$ cat src/rtl/relu_arbiter_pkg.sv
// relu_arb_pkg: shared types and sizes for the ReLU arbiter
package relu_arb_pkg;
  localparam int DATA_W = 17;
  localparam int LANES = 4;
  localparam int ADDR_W = 10;
  localparam int MAX_BURST = 16;
  localparam int RELU_LAT = 1;
  localparam int BEAT_W = LANES * DATA_W;
  localparam int CNT_W = $clog2(MAX_BURST);
  typedef enum logic [1:0] {IDLE, GRANT0, GRANT1} state_t;
  typedef struct packed {
    logic valid;
    logic id;
    logic [ADDR_W-1:0] addr;
    logic last;
  } tag_t;
endpackage

$ cat src/rtl/relu_arbiter_if.sv
// relu_arbiter_if: requester, ReLU and response signals of the arbiter
interface relu_arbiter_if;
  import relu_arb_pkg::*;
  logic req0_valid, req0_ready, req0_last, req1_valid, req1_ready, req1_last;
  logic [BEAT_W-1:0] req0_data, req1_data, rsp_data;
  logic [ADDR_W-1:0] req0_addr, req1_addr, rsp_addr;
  logic relu_ready_in, relu_ready_out, rsp_valid, rsp_id, rsp_last, busy, err;
  logic [DATA_W-1:0] relu_in0, relu_in1, relu_in2, relu_in3;
  logic [DATA_W-1:0] relu_out0, relu_out1, relu_out2, relu_out3;
  modport slave (
    input req0_valid, req0_data, req0_addr, req0_last,
    input req1_valid, req1_data, req1_addr, req1_last,
    input relu_ready_out, relu_out0, relu_out1, relu_out2, relu_out3,
    output req0_ready, req1_ready, relu_ready_in, relu_in0, relu_in1, relu_in2, relu_in3,
    output rsp_valid, rsp_id, rsp_addr, rsp_data, rsp_last, busy, err
  );
  modport master (
    output req0_valid, req0_data, req0_addr, req0_last,
    output req1_valid, req1_data, req1_addr, req1_last,
    output relu_ready_out, relu_out0, relu_out1, relu_out2, relu_out3,
    input req0_ready, req1_ready, relu_ready_in, relu_in0, relu_in1, relu_in2, relu_in3,
    input rsp_valid, rsp_id, rsp_addr, rsp_data, rsp_last, busy, err
  );
endinterface

$ cat src/rtl/relu_arbiter_tag_pipe.sv
// relu_tag_pipe: tag delay line aligning beat owner/address with the ReLU result
module relu_tag_pipe
  import relu_arb_pkg::*;
#(
  parameter int DEPTH = 2
) (
  input  logic clk,
  input  logic rst,
  input  tag_t d,
  output tag_t q,
  output logic busy
);
  tag_t pipe_q [DEPTH];
  tag_t pipe_d [DEPTH];
  always_comb begin
    pipe_d[0] = d;
    for (int i = 1; i < DEPTH; i++) pipe_d[i] = pipe_q[i-1];
    busy = 1'b0;
    for (int i = 0; i < DEPTH; i++) busy = busy | pipe_q[i].valid;
  end
  always_ff @(posedge clk) begin
    if (rst) for (int i = 0; i < DEPTH; i++) pipe_q[i] <= '0;
    else pipe_q <= pipe_d;
  end
  assign q = pipe_q[DEPTH-1];
endmodule

$ cat src/rtl/relu_arbiter.sv
// relu_arbiter: round-robin burst arbiter sharing one 4-lane ReLU between two requesters
module relu_arbiter
  import relu_arb_pkg::*;
(
  input logic clk,
  input logic rst,
  relu_arbiter_if.slave bus
);
  state_t state_q, state_d;
  logic rr_q, rr_d, issue_q, issue_d, err_q, err_d, gid, close, pipe_busy;
  logic [CNT_W-1:0] cnt_q, cnt_d;
  logic [BEAT_W-1:0] lanes_q, lanes_d, rsp_data_q, rsp_data_d;
  tag_t tag_in, tag_out, rsp_tag_q, rsp_tag_d;
  always_comb begin
    gid = state_q == GRANT1;
    issue_d = (state_q == GRANT0 & bus.req0_valid) | (gid & bus.req1_valid);
    tag_in = '{valid: issue_d, id: gid, addr: gid ? bus.req1_addr : bus.req0_addr,
               last: gid ? bus.req1_last : bus.req0_last};
    close = issue_d & (tag_in.last | cnt_q == CNT_W'(MAX_BURST - 1));
    cnt_d = close ? '0 : cnt_q + CNT_W'(issue_d);
    rr_d = close ? ~gid : rr_q;
    // rr_q picks the winner only when both requesters are valid in IDLE
    state_d = close ? IDLE : state_q != IDLE ? state_q :
              (bus.req0_valid & (~bus.req1_valid | ~rr_q)) ? GRANT0 :
              bus.req1_valid ? GRANT1 : IDLE;
    lanes_d = issue_d ? (gid ? bus.req1_data : bus.req0_data) : lanes_q;
    rsp_tag_d = (tag_out.valid & bus.relu_ready_out) ? tag_out :
                '{valid: 1'b0, id: rsp_tag_q.id, addr: rsp_tag_q.addr, last: rsp_tag_q.last};
    rsp_data_d = rsp_tag_d.valid ? {bus.relu_out3, bus.relu_out2, bus.relu_out1, bus.relu_out0} : rsp_data_q;
    err_d = err_q | (tag_out.valid ^ bus.relu_ready_out);
  end
  always_ff @(posedge clk) begin
    if (rst) begin
      state_q <= IDLE;
      rr_q <= 1'b0;
      cnt_q <= '0;
      issue_q <= 1'b0;
      lanes_q <= '0;
      rsp_tag_q <= '0;
      rsp_data_q <= '0;
      err_q <= 1'b0;
    end else begin
      state_q <= state_d;
      rr_q <= rr_d;
      cnt_q <= cnt_d;
      issue_q <= issue_d;
      lanes_q <= lanes_d;
      rsp_tag_q <= rsp_tag_d;
      rsp_data_q <= rsp_data_d;
      err_q <= err_d;
    end
  end
  relu_tag_pipe #(.DEPTH(1 + RELU_LAT)) u_tag_pipe (
    .clk(clk), .rst(rst), .d(tag_in), .q(tag_out), .busy(pipe_busy)
  );
  assign bus.req0_ready = state_q == GRANT0;
  assign bus.req1_ready = gid;
  assign bus.relu_ready_in = issue_q;
  assign bus.relu_in0 = lanes_q[0*DATA_W +: DATA_W];
  assign bus.relu_in1 = lanes_q[1*DATA_W +: DATA_W];
  assign bus.relu_in2 = lanes_q[2*DATA_W +: DATA_W];
  assign bus.relu_in3 = lanes_q[3*DATA_W +: DATA_W];
  assign bus.rsp_valid = rsp_tag_q.valid;
  assign bus.rsp_id = rsp_tag_q.id;
  assign bus.rsp_addr = rsp_tag_q.addr;
  assign bus.rsp_last = rsp_tag_q.last;
  assign bus.rsp_data = rsp_data_q;
  assign bus.busy = state_q != IDLE | pipe_busy;
  assign bus.err = err_q;
endmodule

$ cat src/flat_wrapper.sv
// flat-port wrapper written by rule: the top's interface ports become plain ports
module relu_arbiter_flat import relu_arb_pkg::*;
  (clk, rst, bus_req0_valid, bus_req0_data, bus_req0_addr, bus_req0_last, bus_req1_valid, bus_req1_data, bus_req1_addr, bus_req1_last, bus_relu_ready_out, bus_relu_out0, bus_relu_out1, bus_relu_out2, bus_relu_out3, bus_req0_ready, bus_req1_ready, bus_relu_ready_in, bus_relu_in0, bus_relu_in1, bus_relu_in2, bus_relu_in3, bus_rsp_valid, bus_rsp_id, bus_rsp_addr, bus_rsp_data, bus_rsp_last, bus_busy, bus_err);
  relu_arbiter_if bus_i ();
  input logic clk;
  input logic rst;
  input wire logic [$bits(bus_i.req0_valid)-1:0] bus_req0_valid;
  input wire logic [$bits(bus_i.req0_data)-1:0] bus_req0_data;
  input wire logic [$bits(bus_i.req0_addr)-1:0] bus_req0_addr;
  input wire logic [$bits(bus_i.req0_last)-1:0] bus_req0_last;
  input wire logic [$bits(bus_i.req1_valid)-1:0] bus_req1_valid;
  input wire logic [$bits(bus_i.req1_data)-1:0] bus_req1_data;
  input wire logic [$bits(bus_i.req1_addr)-1:0] bus_req1_addr;
  input wire logic [$bits(bus_i.req1_last)-1:0] bus_req1_last;
  input wire logic [$bits(bus_i.relu_ready_out)-1:0] bus_relu_ready_out;
  input wire logic [$bits(bus_i.relu_out0)-1:0] bus_relu_out0;
  input wire logic [$bits(bus_i.relu_out1)-1:0] bus_relu_out1;
  input wire logic [$bits(bus_i.relu_out2)-1:0] bus_relu_out2;
  input wire logic [$bits(bus_i.relu_out3)-1:0] bus_relu_out3;
  output wire logic [$bits(bus_i.req0_ready)-1:0] bus_req0_ready;
  output wire logic [$bits(bus_i.req1_ready)-1:0] bus_req1_ready;
  output wire logic [$bits(bus_i.relu_ready_in)-1:0] bus_relu_ready_in;
  output wire logic [$bits(bus_i.relu_in0)-1:0] bus_relu_in0;
  output wire logic [$bits(bus_i.relu_in1)-1:0] bus_relu_in1;
  output wire logic [$bits(bus_i.relu_in2)-1:0] bus_relu_in2;
  output wire logic [$bits(bus_i.relu_in3)-1:0] bus_relu_in3;
  output wire logic [$bits(bus_i.rsp_valid)-1:0] bus_rsp_valid;
  output wire logic [$bits(bus_i.rsp_id)-1:0] bus_rsp_id;
  output wire logic [$bits(bus_i.rsp_addr)-1:0] bus_rsp_addr;
  output wire logic [$bits(bus_i.rsp_data)-1:0] bus_rsp_data;
  output wire logic [$bits(bus_i.rsp_last)-1:0] bus_rsp_last;
  output wire logic [$bits(bus_i.busy)-1:0] bus_busy;
  output wire logic [$bits(bus_i.err)-1:0] bus_err;
  assign bus_i.req0_valid = bus_req0_valid;
  assign bus_i.req0_data = bus_req0_data;
  assign bus_i.req0_addr = bus_req0_addr;
  assign bus_i.req0_last = bus_req0_last;
  assign bus_i.req1_valid = bus_req1_valid;
  assign bus_i.req1_data = bus_req1_data;
  assign bus_i.req1_addr = bus_req1_addr;
  assign bus_i.req1_last = bus_req1_last;
  assign bus_i.relu_ready_out = bus_relu_ready_out;
  assign bus_i.relu_out0 = bus_relu_out0;
  assign bus_i.relu_out1 = bus_relu_out1;
  assign bus_i.relu_out2 = bus_relu_out2;
  assign bus_i.relu_out3 = bus_relu_out3;
  assign bus_req0_ready = bus_i.req0_ready;
  assign bus_req1_ready = bus_i.req1_ready;
  assign bus_relu_ready_in = bus_i.relu_ready_in;
  assign bus_relu_in0 = bus_i.relu_in0;
  assign bus_relu_in1 = bus_i.relu_in1;
  assign bus_relu_in2 = bus_i.relu_in2;
  assign bus_relu_in3 = bus_i.relu_in3;
  assign bus_rsp_valid = bus_i.rsp_valid;
  assign bus_rsp_id = bus_i.rsp_id;
  assign bus_rsp_addr = bus_i.rsp_addr;
  assign bus_rsp_data = bus_i.rsp_data;
  assign bus_rsp_last = bus_i.rsp_last;
  assign bus_busy = bus_i.busy;
  assign bus_err = bus_i.err;
  relu_arbiter u_core (.clk(clk), .rst(rst), .bus(bus_i));
endmodule
$ cat config.mk
export PLATFORM = sky130hd
export DESIGN_NAME = relu_arbiter_flat
export DESIGN_NICKNAME = d
export VERILOG_FILES = /design/src/rtl/relu_arbiter_pkg.sv /design/src/rtl/relu_arbiter_if.sv /design/src/rtl/relu_arbiter_tag_pipe.sv /design/src/rtl/relu_arbiter.sv /design/src/flat_wrapper.sv
export SDC_FILE = /design/constraint.sdc
export NUM_CORES = 1
export LEC_CHECK = 0
export CAP_MARGIN = 30
export CORE_ASPECT_RATIO = 0.6
export CORE_MARGIN = 4
export CORE_UTILIZATION = 35
export CTS_CLUSTER_SIZE = 14
export DETAILED_ROUTE_END_ITERATION = 16
export HOLD_SLACK_MARGIN = 0.03
export PLACE_DENSITY = 0.8
export SETUP_SLACK_MARGIN = 0.4
export SLEW_MARGIN = 25
export SYNTH_ARGS = -nofsm -noshare
export SYNTH_HDL_FRONTEND = slang
export SYNTH_SLANG_ARGS = --single-unit
$ cat constraint.sdc
create_clock -name clk -period 3.35 [get_ports clk]
set_input_delay 0.67 -clock clk [delete_from_list [all_inputs] [get_ports clk]]
set_output_delay 0.67 -clock clk [all_outputs]
set_load 0.02 [all_outputs]
==> results.txt <==
- Die Wd: 193 um
* Signal arrival time at the worst endpoint: 1.97 ns
* Row Count: 40
- Maximum count of clock buffers along a single path: 2
- The count of buffers added on input and output ports is 384.
* Cell Area, Synth: 0.00721 mm2
* Placed Instance Area: 0.0112 mm2
- Area of the core: 0.0201 mm2
- Clock tree synthesis selected as its root buffer the cell sky130_fd_sc_hd__clkbuf_16.
- Number of design-rule violations left by the first detailed-router iteration: 332
- Placer Congestion: 0.794
* Layout-stage area growth over the synthesis result: 64.6%
- During I/O placement, the number of pins put on the boundary was 385.
* Crit start category: register
- Mean area per synthesized cell: 9.35 um2
- Synthesis instantiated 32 different standard cells from the library.
* Aggregate global-route resource usage: 0.199
* Fill cell count: 1724
* Number of nets with antenna violations after detailed routing: 0
- For this run, design rule violations remaining after detail routing come to 0.
* Power per cell area: 483 mW/mm2
- Headroom to the max-slew limit came out at 0.392.
* Max IR drop VDD: 0.333 mV
- CTS-repair resized insts: 0
* TritonCTS sink count: 183
* Length of the first detailed-routing pass in iterations: 4
* Via count of the first global-routing pass: 6812
- The number of antenna violations at the first check in global routing came to 0.
- The H-tree was split into 4 levels.
- The first global-routing pass estimated 37300 um of wire.
- Maximum clock rate: 378 MHz
- Height of the chip: 119 um
* Die area: 0.0230 mm2
* Yosys reg bits: 183
- Post-CTS Hold Fix Bufs: 0
- Hold Crit Class: register to register
- The final layout contains routed wiring with a total length of 24000 um.
- After clock tree synthesis, the clock-pin slew on the worst setup and hold paths is 0.07 ns.
- Entering global routing, the biggest net connects 81 pins.
* Num CTS Buffers: 17
- The share of the Yosys chip area taken by registers is 0.508.
- Setup total negative slack on the finished layout was measured at 0 ns.
* Total grt overflow: 0
- The worst setup path is captured at a primary output.
- The final hold violation count is 0.
* Post-layout net count: 1347
- Routed via count divided by cell count: 4.93
- Along the worst path, the maximum fanout reaches 17.
- In the final layout, the share of cells above drive strength 1 is 0.0693.
- In the final routed layout, each cell accounts on average for 17.1 um.
- Syn nets: 1005
- TritonCTS built the clock tree.
* Post-CTS repair timing setup buffer count: 0
* YS warnings: 0
- Final clock period utilization by the worst path: 0.789
- P_leak: 4.22 nW
* Max Slew Vio Count: 0
- At the pin with the least slew margin, the transition time is 0.913 ns.
* Vias: 6887
- After layout, the minimum clock period comes to 2.64 ns.
* Skew-Pair Late Insertion Delay: 0.43 ns
- The finished cells cover 0.0119 mm2.
* Total half-perimeter wirelength after legalization and detailed placement: 16900 um
* Result of the run: finished, final reports clean
- Setup violations remaining at the end of the flow were counted as 0.
* # diodes: 0
- The initial utilization of the core area, before any placement, comes to 0.358.
- Max_cap viols: 0
- Data on the critical path is required at its endpoint by 2.68 ns.
- Synthesis produced a netlist whose cell count is 771.
- Final clock skew: 0.00922 ns
- By startpoint and endpoint, the worst setup path is classified as register to primary output.
* RSZ-0062 raised after global routing: no
[critical path, stage by stage (launching register included)]
cell,delay [ns]
sky130_fd_sc_hd__dfxtp_1,0.52
sky130_fd_sc_hd__nand2b_4,0.08
sky130_fd_sc_hd__inv_2,0.25
sky130_fd_sc_hd__clkdlybuf4s50_1,0.69
[cells by family after synthesis]
| logic type | after synthesis | synth area share |
|---|---|---|
| simple gates | 335 | 0.196 |
| flops | 183 | 0.508 |
| mux | 80 | 0.111 |
| fa+ha+maj | 3 | 0.00521 |
| buf+inv | 77 | 0.0474 |
| xor+xnor | 2 | 0.00243 |
| compound gates | 91 | 0.129 |
[stage by stage]
stage / setup WS, ns / hold slack (ns) / std cells / total power, mW / utilization
final: 0.707 / 0.433 / 1398 / 5.72 / 0.589
after global routing: 0.588 / 0.459 / 1398 / 5.95 / 0.589
after CTS: 0.655 / 0.439 / 1398 / 5.78 / 0.589
after detailed placement: 0.542 / 0.425 / 1367 / 3.52 / 0.557
after global placement: 0.634 / 0.419 / 1367 / 3.50 / 0.557
after floorplan: 1.11 / 0.414 / 771 / 2.94 / -
[Yosys cell counts (all sizes together)]
library cell | instances | area [um2]
dfxtp | 183 | 3660
nand2 | 158 | 593
nor2 | 84 | 315
mux2i | 80 | 801
a311oi | 68 | 783
nor3 | 68 | 340
clkbuf | 48 | 180
buf | 23 | 139
nor2b | 15 | 93.8
a21oi | 12 | 60.1
inv | 6 | 22.5
a211oi | 5 | 37.5
ha | 3 | 37.5
and3b | 2 | 17.5
nand2b | 2 | 12.5
nand3b | 2 | 15.0
a221oi | 1 | 8.76
a31oi | 1 | 6.26
a41o | 1 | 10.0
nand3 | 1 | 5.00
nand4 | 1 | 6.26
o2111ai | 1 | 8.76
o211a | 1 | 10.0
o211ai | 1 | 7.51
or2 | 1 | 6.26
or4 | 1 | 7.51
xnor2 | 1 | 8.76
xor2 | 1 | 8.76
[registers in the layout (all words and copies together), names as in the netlist, 2 cells and up]
register,cells
u_core.bus.rsp_data,68
u_core.state_q,2
u_core.bus.rsp_addr,10
u_core.u_tag_pipe.q,13
u_core.u_tag_pipe.pipe_d,12
u_core.cnt_q,4
u_core.lanes_q,68
[where the power goes]
part / switching (mW) / internal [mW]
logic: 0.519 / 0.583
clock network: 0.900 / 1.36
registers: 0.0639 / 2.30
total: 1.48 / 4.24
[path summary, 6_finish.rpt]
| kind | to | startpoint | slack, ns | cells after the start |
|---|---|---|---|---|
| max | bus_req1_ready | u_core.state_q[1] | 0.71 | 3 |
| min | u_core.u_tag_pipe.q[0] | u_core.u_tag_pipe.pipe_d[0] | 0.43 | 1 |
| max reg2reg | u_core.state_q[0] | u_core.state_q[1] | 1.05 | 5 |
| min reg2reg | u_core.u_tag_pipe.q[0] | u_core.u_tag_pipe.pipe_d[0] | 0.43 | 1 |
[metal layers]
metal,wire length [um],GRT usage,share of wire
met1,10400,0.248,0.43
met2,11300,0.327,0.47
met3,1760,0.0639,0.073
met4,454,0.0668,0.019
met5,0,0,0
[cells in the final DEF, fill, tap and decap left out, drive strengths merged, types with 2 or more instances in the layout]
cell type and instances:
buf 11, clkinv 4, clkdlybuf4s50 383, clkbuf 18
nor3 68, dfxtp 183, ha 3, and3b 2
a311oi 68, inv 9, mux2i 80, a21oi 12
nor2 84, nand2b 2, nor2b 15, a211oi 5
nand3b 2, nand2 158, bufinv 5
[layout make-up]
type | instances | area (um2) | share of cell area
Timing Repair Buffer | 394 | 3950 | 0.333
Sequential cell | 183 | 3660 | 0.309
Multi-Input combinational cell | 511 | 3230 | 0.272
Clock buffer | 18 | 439 | 0.0370
Tap cell | 273 | 342 | 0.0288
Clock inverter | 13 | 220 | 0.0186
Inverter | 6 | 22.5 | 0.00190
Note: power is estimated with default switching activity, not from simulation.
